$ cat config.mk
export PLATFORM = sky130hd
export DESIGN_NAME = wb_write_arbiter
export DESIGN_NICKNAME = d
export VERILOG_FILES = /design/src/rtl/wb_write_arbiter.sv
export SDC_FILE = /design/constraint.sdc
export NUM_CORES = 1
export LEC_CHECK = 0
export ABC_AREA = 0
export CAP_MARGIN = 25
export CORE_AREA = 8 8 146 148
export DETAILED_ROUTE_END_ITERATION = 6
export DIE_AREA = 0 0 154 156
export PLACE_DENSITY = 0.74
export SYNTH_ARGS = -nofsm -noshare
export SYNTH_HDL_FRONTEND = slang
export SYNTH_SLANG_ARGS = --single-unit
$ cat constraint.sdc
create_clock -name clk -period 15.4 [get_ports clk]
set_input_delay 4.62 -clock clk [delete_from_list [all_inputs] [get_ports clk]]
set_output_delay 4.62 -clock clk [all_outputs]
set_load 0.03 [all_outputs]
$ cat src/rtl/wb_write_arbiter.sv
// wb_write_arbiter: the writer for the register file's single write port.
// It merges buffered ALU results with load returns. Loads have no
// backpressure and always win the port. Writes to x0 are suppressed.
// A load squashes older buffered ALU results aimed at the same register.
// Optional feature macro: WB_BYPASS_EN adds a combinational lookup. The
// lookup searches pending FIFO entries and then the registered write.
//
// Handshake: an ALU result transfers on a rising edge where alu_valid and
// alu_ready are both high. alu_ready is derived only from registered
// occupancy, so a pop does not free a slot until the following cycle.
module wb_write_arbiter #(
  parameter int DEPTH = 4,
  parameter int AW    = 2
) (
  input  logic          clk,
  input  logic          rst,
  input  logic          alu_valid,
  output logic          alu_ready,
  input  logic [4:0]    alu_rd,
  input  logic [31:0]   alu_wd,
  input  logic          ld_valid,
  input  logic [4:0]    ld_rd,
  input  logic [31:0]   ld_wd,
`ifdef WB_BYPASS_EN
  input  logic [4:0]    byp_rs1,
  input  logic [4:0]    byp_rs2,
  output logic          byp_hit1,
  output logic [31:0]   byp_d1,
  output logic          byp_hit2,
  output logic [31:0]   byp_d2,
`endif
  output logic          rf_we,
  output logic [4:0]    rf_rd,
  output logic [31:0]   rf_wd,
  output logic [AW:0]   pend_cnt
);

  // FIFO storage: valid bit, destination, data per slot
  logic          r_v    [DEPTH];
  logic [4:0]    r_rd_q [DEPTH];
  logic [31:0]   r_wd_q [DEPTH];
  logic [AW-1:0] r_wptr;
  logic [AW-1:0] r_rptr;
  logic [AW:0]   r_cnt;

  // Registered write port
  logic          r_we;
  logic [4:0]    r_rd;
  logic [31:0]   r_wd;

  logic          w_accept;
  logic          w_push;
  logic          w_pop;
  logic          w_squash;

  assign alu_ready = !rst && (r_cnt != (AW+1)'(DEPTH));
  assign w_accept  = alu_valid && alu_ready;
  // An accepted result for x0 completes the handshake but is dropped
  assign w_push    = w_accept && (alu_rd != 5'd0);
  // The FIFO head only drains on cycles without a load return
  assign w_pop     = !ld_valid && (r_cnt != '0);
  assign w_squash  = ld_valid && (ld_rd != 5'd0);

  assign rf_we    = r_we;
  assign rf_rd    = r_rd;
  assign rf_wd    = r_wd;
  assign pend_cnt = r_cnt;

  // FIFO state: squash older matches, pop the head, push the new result
  always_ff @(posedge clk or posedge rst) begin
    if (rst) begin
      for (int i = 0; i < DEPTH; i++) begin
        r_v[i]    <= 1'b0;
        r_rd_q[i] <= '0;
        r_wd_q[i] <= '0;
      end
      r_wptr <= '0;
      r_rptr <= '0;
      r_cnt  <= '0;
    end else begin
      // Squash comes first so a same-cycle push to the same rd survives
      if (w_squash) begin
        for (int i = 0; i < DEPTH; i++) begin
          if (r_rd_q[i] == ld_rd) r_v[i] <= 1'b0;
        end
      end
      // Freed slots are invalidated so the bypass never sees stale data
      if (w_pop) begin
        r_v[r_rptr] <= 1'b0;
        r_rptr      <= r_rptr + AW'(1);
      end
      if (w_push) begin
        r_v[r_wptr]    <= 1'b1;
        r_rd_q[r_wptr] <= alu_rd;
        r_wd_q[r_wptr] <= alu_wd;
        r_wptr         <= r_wptr + AW'(1);
      end
      case ({w_push, w_pop})
        2'b10:   r_cnt <= r_cnt + (AW+1)'(1);
        2'b01:   r_cnt <= r_cnt - (AW+1)'(1);
        default: r_cnt <= r_cnt;
      endcase
    end
  end

  // Write port: a load wins, else the head drains, and squashed heads write nothing
  always_ff @(posedge clk or posedge rst) begin
    if (rst) begin
      r_we <= 1'b0;
      r_rd <= '0;
      r_wd <= '0;
    end else if (ld_valid) begin
      r_we <= (ld_rd != 5'd0);
      r_rd <= ld_rd;
      r_wd <= ld_wd;
    end else if (w_pop) begin
      r_we <= r_v[r_rptr];
      if (r_v[r_rptr]) begin
        r_rd <= r_rd_q[r_rptr];
        r_wd <= r_wd_q[r_rptr];
      end
    end else begin
      r_we <= 1'b0;
    end
  end

`ifdef WB_BYPASS_EN
  // Youngest match wins: scan oldest to youngest and let later hits override
  function automatic logic [32:0] byp_lookup(input logic [4:0] rs);
    logic [32:0]   res;
    logic [AW-1:0] idx;
    res = '0;
    idx = '0;
    if (rs != 5'd0) begin
      if (r_we && (r_rd == rs)) res = {1'b1, r_wd};
      for (int k = 0; k < DEPTH; k++) begin
        idx = r_rptr + AW'(k);
        if (((AW+1)'(k) < r_cnt) && r_v[idx] && (r_rd_q[idx] == rs))
          res = {1'b1, r_wd_q[idx]};
      end
    end
    return res;
  endfunction

  // Combinational bypass lookup for both source operands
  always_comb begin
    {byp_hit1, byp_d1} = byp_lookup(byp_rs1);
    {byp_hit2, byp_d2} = byp_lookup(byp_rs2);
  end
`endif

endmodule

==> results.json <==
{
  "grt_max_degree": 113,
  "peakVddDrop_mv": 0.101,
  "switching_share": 0.325,
  "setup_slack_ps": 4790,
  "wl_per_cell_um": 20.6,
  "internal-power_mw": 1.64,
  "synth_cells": 623,
  "synth_warnings": 0,
  "core_area_mm2": 0.0191,
  "post-route-period-util": 0.689,
  "ant_nets": 0,
  "layout_commonest_cell": "dfrtp_1",
  "hold_violations": 0,
  "drc": 0,
  "num_rows": 51,
  "fin_nets": 819,
  "hold_buffers": 0,
  "cts_buffer_depth": 2,
  "cts_tree": "yes",
  "tns_ps": 0,
  "ioPinCount": 120,
  "antenna_found_initial": 1,
  "top_usage_layer": "met2",
  "yosysUniqueCellTypes": 29,
  "seq_power_share": 0.381,
  "cts_resized": 0,
  "globalRouteTotalUtil": 0.175,
  "maxSlewViolCount": 0,
  "ys_seq_area_frac": 0.528,
  "dp_hpwl_um": 13500,
  "rsz0062_at_grt": "false",
  "met2_usage": 0.307,
  "grtUsageMet1": 0.213,
  "min_period_ps": 10610,
  "htreeDepth": 4,
  "clockPowerShare": 0.202,
  "slew_headroom": 0.464,
  "holdWs_ps": 482,
  "clkSinkCount": 197,
  "critPathKind": "input port to primary output",
  "vias": 5410,
  "syn_area_per_cell_um2": 15.0,
  "power_switching_mw": 0.792,
  "final-setup-viol-count": 0,
  "status": "completed",
  "syn_area_mm2": 0.00934,
  "num-fill-cells": 1414,
  "cts-root-buf": "clkbuf_16",
  "final_cell_mix": "dfrtp_1 (195), clkdlybuf4s50_1 (118), mux2_4 (76)",
  "dp_slack_ps": 4810,
  "placed_cell_area_mm2": 0.0106,
  "synth_seq_cells": 197,
  "grt_pass1_wl_um": 33000,
  "total_power_mw": 2.44,
  "wirelength_um": 20200,
  "clock_latency_ps": 430,
  "worstPathArrival_ps": 5990,
  "start_kind": "input port",
  "path_clk_slew_ps": 70,
  "grt_pass1_vias": 6116,
  "crit_required_ps": 10780,
  "portBuffers": 119,
  "syn_nets": 711,
  "path_max_fanout": 3,
  "die_x_um": 154,
  "drive_gt1_frac": 0.319,
  "die_y_um": 156,
  "dr.pass1.iters": 4,
  "worstMarginPinSlew_ps": 804,
  "antenna_cells": 0,
  "floorplan.initialDensity": 0.489,
  "p_comb_frac": 0.417,
  "fin_worst_skew_ps": 14.1,
  "postCtsSetupBuffers": 0,
  "powerDensity_mw_per_mm2": 215,
  "end_kind": "primary output",
  "fin_area_mm2": 0.0113,
  "hold_class": "register to register",
  "cts_buffers": 17,
  "power_leakage_nw": 5.11,
  "initialDrtViolationCount": 241,
  "dieArea_mm2": 0.0240,
  "grt_overflow_total": 0,
  "gp_congestion": 0.799,
  "routed_via_density": 5.51,
  "area_growth_pct": 21.3,
  "gr-usage-met3": 0.0421,
  "max_freq_mhz": 94.3,
  "maxCapViolations": 0
}
synth_stat cells:
master,count,share of area
dfrtp_1,197,0.53
a21oi_2,1,0.00094
mux2i_1,38,0.041
mux2_4,76,0.12
buf_6,12,0.014
buf_4,2,0.0016
ha_1,9,0.012
fa_1,1,0.0021
nor3b_1,1,0.00080
inv_1,14,0.0056
or4_1,1,0.00080
clkbuf_2,2,0.0011
o21ai_0,47,0.025
nor4_1,4,0.0027
mux4_2,38,0.092
mux2_2,72,0.087
a211oi_4,1,0.0021
buf_2,15,0.0080
clkbuf_1,9,0.0036
xnor2_1,15,0.014
o21ai_1,1,0.00054
nand2_1,42,0.017
nand3_1,4,0.0021
nor3_1,1,0.00054
nand2b_1,2,0.0013
nor2_1,3,0.0012
nand2_2,4,0.0027
xor2_1,10,0.0094
or3_1,1,0.00067
layer usage:
metal / wire [um] / vias up / part of all wire
li1: - / 2445 / -
met1: 8790 / 2855 / 0.43
met2: 10500 / 90 / 0.52
met3: 756 / 18 / 0.037
met4: 189 / 2 / 0.0093
met5: 13 / - / 0.00064
metrics by stage:
stage                util  std cells
floorplan               -        623
CTS                 0.592        980
global route        0.594        981
global placement    0.558        949
finish              0.594        981
detailed placement  0.558        949
state kept, by name, indices dropped and copies added (netlist names):
| signal | flops |
|---|---|
| pend_cnt | 3 |
| r_rd_q | 20 |
| r_rptr | 2 |
| r_v | 4 |
| r_wd_q | 128 |
| r_wptr | 2 |
| rf_rd | 5 |
| rf_wd | 32 |
| rf_we | 1 |
final timing paths:
check | to | slack, ps | cells after the start | from
worst max-delay path | alu_ready | 4790 | 3 | rst
worst min-delay path | rf_wd[3] | 480 | 2 | rf_wd[3]
worst max register to register | pend_cnt[2] | 13030 | 9 | pend_cnt[0]
worst min register to register | rf_wd[3] | 480 | 2 | rf_wd[3]
max in group asynchronous | r_wd_q[76] | 9420 | 4 | rst
min in group asynchronous | r_rd_q[10] | 4780 | 2 | rst
critical path, stage by stage:
cell and delay, ps:
clkdlybuf4s50_1 520, nor2_1 160, clkdlybuf4s50_1 690
cell families after synthesis:
group,count (synthesis),synth area share
XOR/XNOR,25,0.0234
AO/OA/AOI/OAI,50,0.0288
adder cells (fa/ha/maj),10,0.0142
AND/OR/NAND/NOR,63,0.0297
flip-flops,197,0.528
multiplexers,224,0.341
buffers and inverters,54,0.0344
final cells by class:
| class | count | area (um2) | area share |
|---|---|---|---|
| multi-input combinational | 372 | 4090 | 0.362 |
| inverter | 14 | 60.1 | 0.00530 |
| timing repair buffer | 129 | 1280 | 0.113 |
| clock inverter | 13 | 220 | 0.0194 |
| clock buffer | 18 | 439 | 0.0388 |
| sequential | 197 | 4930 | 0.436 |
| tap | 238 | 298 | 0.0263 |
power groups by stage:
stage	clock network, mW	logic, mW	registers (mW)
CTS	0.502	1.03	0.929
finish	0.491	1.02	0.929
detailed placement	0	1.03	0.937
floorplan	0	0.670	0.992
global placement	0	0.995	0.908
global route	0.523	1.09	0.961
Note: power is estimated with default switching activity, not from simulation.
